### src/rtl/avr_ram_arbiter.sv
// Arbitrates the single-port data RAM between the CPU (A, priority) and a DMA/loader (B),
// stealing one cycle for B after STARVE_MAX waits. Optional counters: define AVR_ARB_STATS_EN.
module avr_ram_arbiter #(
    parameter int ADDR_BITS  = 12,
    parameter int STARVE_MAX = 4
) (
    input  logic                 clk,
    input  logic                 reset_n,
    input  logic [15:0]          a_addr,
    input  logic                 a_wen,
    input  logic                 a_ren,
    input  logic [7:0]           a_wdata,
    output logic [7:0]           a_rdata,
    output logic                 cpu_hold,
    input  logic                 b_req,
    input  logic                 b_we,
    input  logic [15:0]          b_addr,
    input  logic [7:0]           b_wdata,
    output logic                 b_ack,
    output logic [7:0]           b_rdata,
    output logic                 b_rvalid,
    output logic [ADDR_BITS-1:0] ram_addr,
    output logic                 ram_wen,
    output logic [7:0]           ram_wdata,
    input  logic [7:0]           ram_rdata
`ifdef AVR_ARB_STATS_EN
    ,
    output logic [15:0]          stat_b_grants,
    output logic [15:0]          stat_steals
`endif
);

    localparam logic [7:0] HOLD_AT = 8'(STARVE_MAX - 1);

    logic       a_busy;
    logic       b_owner;
    logic [7:0] wait_cnt;

    // B ownership is gated by reset so b_ack drops the instant reset asserts.
    always_comb begin
        a_busy  = (a_wen | a_ren) & ~cpu_hold;
        b_owner = reset_n & b_req & (~a_busy | cpu_hold);
        b_ack   = b_owner;
    end

    // A stolen or withdrawn-hold cycle must never let the CPU's write reach the RAM.
    always_comb begin
        if (b_owner) begin
            ram_addr  = b_addr[ADDR_BITS-1:0];
            ram_wen   = b_we;
            ram_wdata = b_wdata;
        end else begin
            ram_addr  = a_addr[ADDR_BITS-1:0];
            ram_wen   = a_wen & ~cpu_hold;
            ram_wdata = a_wdata;
        end
    end

    assign a_rdata = ram_rdata;
    assign b_rdata = ram_rdata;

    always_ff @(posedge clk or negedge reset_n) begin
        if (!reset_n) begin
            wait_cnt <= 8'd0;
            cpu_hold <= 1'b0;
            b_rvalid <= 1'b0;
        end else begin
            if (!b_req || b_ack)
                wait_cnt <= 8'd0;
            else if (wait_cnt != 8'hFF)
                wait_cnt <= wait_cnt + 8'd1;
            cpu_hold <= (wait_cnt == HOLD_AT) & b_req & ~b_ack;
            b_rvalid <= b_ack & ~b_we;
        end
    end

`ifdef AVR_ARB_STATS_EN
    always_ff @(posedge clk or negedge reset_n) begin
        if (!reset_n) begin
            stat_b_grants <= 16'd0;
            stat_steals   <= 16'd0;
        end else begin
            if (b_ack)
                stat_b_grants <= stat_b_grants + 16'd1;
            if (cpu_hold)
                stat_steals <= stat_steals + 16'd1;
        end
    end
`endif

    // Upper address bits are deliberately dropped so IO space shadows onto RAM.
    generate
        if (ADDR_BITS < 16) begin : g_alias
            logic unused_hi;
            assign unused_hi = ^{a_addr[15:ADDR_BITS], b_addr[15:ADDR_BITS]};
        end
    endgenerate

endmodule

### config.mk
export PLATFORM = sky130hd
export DESIGN_NAME = avr_ram_arbiter
export DESIGN_NICKNAME = d
export VERILOG_FILES = /design/src/rtl/avr_ram_arbiter.sv
export SDC_FILE = /design/constraint.sdc
export NUM_CORES = 1
export LEC_CHECK = 0
export ABC_AREA = 1
export BUFFER_PORTS_ARGS = -buffer_cell sky130_fd_sc_hd__buf_4
export CAP_MARGIN = 20
export CORE_MARGIN = 5
export CORE_UTILIZATION = 32
export CTS_BUF_LIST = sky130_fd_sc_hd__clkbuf_4 sky130_fd_sc_hd__clkbuf_8
export DETAILED_ROUTE_END_ITERATION = 8
export PLACE_DENSITY = 0.77
export SETUP_SLACK_MARGIN = 0.3
export SYNTH_ARGS = -nofsm -noshare
export SYNTH_HDL_FRONTEND = slang
export SYNTH_SLANG_ARGS = --single-unit
export TNS_END_PERCENT = 10
### constraint.sdc
create_clock -name clk -period 1.4 [get_ports clk]
set_clock_uncertainty 0.2 [all_clocks]
set_input_delay 0.28 -clock clk [delete_from_list [all_inputs] [get_ports clk]]
set_output_delay 0.28 -clock clk [all_outputs]
set_load 0.02 [all_outputs]
## Word level (Yosys, flattened, before mapping)

Cells that the tools add are included.

| word-level totals | value |
|---|---|
| bits in registers | 10 |
| input bits | 62 |
| output and inout port bits | 40 |

| operators by class | value |
|---|---|
| $add $sub $neg | 1 |
| reductions and logical operators | 3 |
| equal/unequal tests | 2 |
| mux-type cells | 5 |
| bitwise gates (word level) | 13 |

Operators by type and width:

| kind | number |
|---|---|
| $mux 8 | 3 |
| $mux 12 | 1 |
| $add 8x1->8 const B | 1 |
| $eq 8x2->1 const B | 1 |
| $ne 8x8->1 const B | 1 |
| $and 1x1->1 | 7 |
| $not 1->1 | 4 |
| $or 1x1->1 | 2 |
| $reduce_bool 2->1 | 1 |
| $logic_not 1->1 | 1 |
| $logic_or 1x1->1 | 1 |
| $mux 1 | 1 |

## Longest topological paths before layout

| logic depth | value |
|---|---|
| depth after elaboration | 7 |
| depth in mapped cells | 7 |
| depth with buffers taken out | 7 |

## Worst setup path before layout

OpenSTA, ideal clock, no wires.

| timing | value |
|---|---|
| path kind | register to output |
| start point | reg cpu_hold |
| end point | out ram_addr[10] |
| buffers on the path | 1 |
| slack | -0.247 ns |
| data required time | 0.920 ns |
| data arrival time | 1.167 ns |
| stages on the path, launching flop included | 8 |
| cell sequence | dfrtp_1 > inv_1 > o21ai_2 > nand2_1 > inv_2 > buf_4 > nand2_1 > nand2_1 |

| between the ends | value |
|---|---|
| word-level cells in the longest chain between the ends | 6 |

RTL lines:

| item | line | RTL |
|---|---|---|
| from (decl) | 14 | `output logic cpu_hold,` |
| from (signal assigned) | 72 | `cpu_hold <= (wait_cnt == HOLD_AT) & b_req & ~b_ack;` |
| $not 1->1 | 41 | `a_busy = (a_wen \| a_ren) & ~cpu_hold;` |
| $and 1x1->1 | 41 |  |
| $not 1->1 | 42 | `b_owner = reset_n & b_req & (~a_busy \| cpu_hold);` |
| $or 1x1->1 (*) | 42 |  |
| $and 1x1->1 (*) | 42 |  |
| named net b_ack | 19 | `output logic b_ack,` |
| $mux 12 (*) | 48 | `if (b_owner) begin` |
| to (decl) | 22 | `output logic [ADDR_BITS-1:0] ram_addr,` |

Mark *: on every way through the listed nets, which the timed path passes. The rest lies on a longest branch.

## Worst setup path after layout

| timing | value |
|---|---|
| start point | reg cpu_hold |
| end point | out ram_wdata[4] |

| between the ends | value |
|---|---|
| word-level cells in the longest chain between the ends | 6 |

RTL lines:

| item | line | RTL |
|---|---|---|
| $not 1->1 | 41 |  |
| $and 1x1->1 | 41 |  |
| $not 1->1 | 42 |  |
| $or 1x1->1 (*) | 42 |  |
| $and 1x1->1 (*) | 42 |  |
| $mux 8 (*) | 48 |  |
| to (decl) | 24 | `output logic [7:0] ram_wdata,` |

Every way passes the cells marked *; elsewhere a longest branch is shown, timed or not.

==> out/qor.csv <==
metric,value,unit
antenna_cells,0,
grt_pass1_wl,4.60,mm
crit_type,reg -> out,
period_needed,1.86,ns
drc,0,
crit_arrival,1.38,ns
num_vias,1159,
hold_ws,0.0271,ns
first_global_vias,1083,
ir_drop,0.478,mV
dp_cells,251,
final_max_slew_viol_count,0,
hold_violations,0,
yosysWarnings,0,
die-area,4240,µm²
io_buffers,69,
synth_area,972,µm²
gp_congestion,0.852,
cpMaxStageDelayCell,dfrtp_2,
fin_ws,-0.462,ns
fmaxAchievable,537,MHz
ys_seq_elements,10,
maxSlewHeadroom,69.9,%
mostFrequentLayoutCells,"75 x buf_4, 53 x nand2_1, 28 x nand2_2",
worstPathMaxFanout,22,
crit_family,buffers and inverters,
final_util,57.1,%
slowest_delay,0.41,ns
clkLatencyLatePin,0.27,ns
fin_nets,290,
track_usage,13.5,%
avgViaCountPerCell,4.47,
power.total,0.967,mW
grt_remaining_overflow,0,
wl,2.89,mm
ant_nets,0,
initial_core_util,32.6,%
violations,setup timing,
crit_chain,"inv_2, o21ai_2, nand2_2, inv_2, buf_12, nand2_1, nand2_2, buf_4",
final_common_cell,buf_4,
wl_per_cell,11.2,µm
cts_buffers,3,
synth_seq_area_share,25.7,%
crit_buf_inv,4,
path_depth,8,
finalSetupViolCount,23,
grt_start_max_net_pins,23,
area_growth_syn_to_layout,74.8,%
period_share,133,%
end_kind,output pin,
start_kind,flip-flop,
synth.avg_cell_area,6.11,µm²
status,"complete, but fails checks",
numClockSinks,10,
p_per_area,569,nW/µm²
first_iter_violations,40,
rows,20,
cts_max_level,1,
final_cells,259,
clk_pin_slew,0.07,ns
die_width,65.1,µm
pin_count,102,
crit_required,0.92,ns
ff2ff_path_depth,7,
antenna_found_initial,0,
leakagePower,0.951,nW
dr.pass1.iters,4,
yosysUniqueCellTypes,21,
hp-class,in -> async,
netlist_instances,159,
drive_gt1_share,59.3,%
cts_tree,built,
dp_hpwl,2.31,mm
cts_buffer_depth,2,
root_buffer,clkbuf_4,
syn_nets,222,
core_area,2980,µm²
place_ws,-0.237,ns
tightest_slew,0.451,ns
maxCapViolCount,0,
rsz0062_at_grt,yes,
die_h,65.1,µm
-- metrics by stage --
| stage | cell area (µm²) | TNS [ns] |
|---|---|---|
| floorplan | 1030 | -1.68 |
| global placement | 1530 | -4.68 |
| detailed placement | 1530 | -4.97 |
| CTS | 1640 | -10.12 |
| global route | 1700 | -12.05 |
| finish | 1700 | -9.84 |
-- layout make-up --
type                       count  area [µm²]
fill                         282        1280
multi-input combinational    117         663
timing repair buffer          83         662
sequential                    10         251
inverter                      12        45.0
tap                           33        41.3
clock buffer                   4        36.3
-- worst paths after layout --
check	slack, ns	end	start
max	-0.46	ram_wdata[4]	cpu_hold$_DFF_PN0_
min	0.03	wait_cnt[6]$_DFFE_PN0P_	reset_n
max reg2reg	0.05	wait_cnt[5]$_DFFE_PN0P_	wait_cnt[0]$_DFFE_PN0P_
min reg2reg	0.37	wait_cnt[6]$_DFFE_PN0P_	wait_cnt[7]$_DFFE_PN0P_
max in group asynchronous	0.64	cpu_hold$_DFF_PN0_	reset_n
min in group clk	0.20	wait_cnt[6]$_DFFE_PN0P_	reset_n
-- synth_stat cells, drive strengths merged --
| cell | instances | area [µm²] |
|---|---|---|
| xor2 | 1 | 8.76 |
| nor3 | 3 | 15.0 |
| ha | 1 | 12.5 |
| inv | 12 | 45.1 |
| a21oi | 7 | 35.0 |
| xnor2 | 1 | 8.76 |
| o21ai | 2 | 13.8 |
| nand3 | 7 | 40.0 |
| nor2 | 11 | 70.1 |
| buf | 20 | 145 |
| nand2 | 84 | 328 |
| dfrtp | 10 | 250 |
-- power breakdown --
part / total [mW] / switching [mW] / internal, mW
combinational: 0.395 / 0.180 / 0.214
clock: 0.265 / 0.107 / 0.158
sequential: 0.307 / 0.00986 / 0.298
total: 0.967 / 0.297 / 0.670
-- state kept, by name (all words and copies together) (netlist names) --
| register | count |
|---|---|
| wait_cnt | 8 |
| b_rvalid | 1 |
| cpu_hold | 1 |
-- cell families after synthesis --
group | Yosys count | synth area share (%)
adder cells (fa/ha/maj) | 1 | 1.29
AND/OR/NAND/NOR | 105 | 46.6
XOR/XNOR | 2 | 1.80
AO/OA/AOI/OAI | 9 | 5.02
flip-flops | 10 | 25.7
buffers and inverters | 32 | 19.6
-- worst min-delay path, delay by kind of cell --
family / cells / cell delay (ns)
buffers and inverters: 3 / 0.65
-- repair_timing --
item,4_1_cts,5_1_grt
hold buffers,2,0
gates resized for setup,14,13
setup endpoints to repair,34,44
endpoints found under the hold margin,11,0
pin swaps,9,4
buffers inserted,1,1
-- per-layer routing --
layer	global-route usage [%]	wire length, µm	up-vias
met5	0	0	-
met4	6.99	36	0
met3	3.59	279	6
met2	23.4	1530	50
met1	15.2	1040	502
li1	-	-	601
Power figures use the tool's default switching activity.
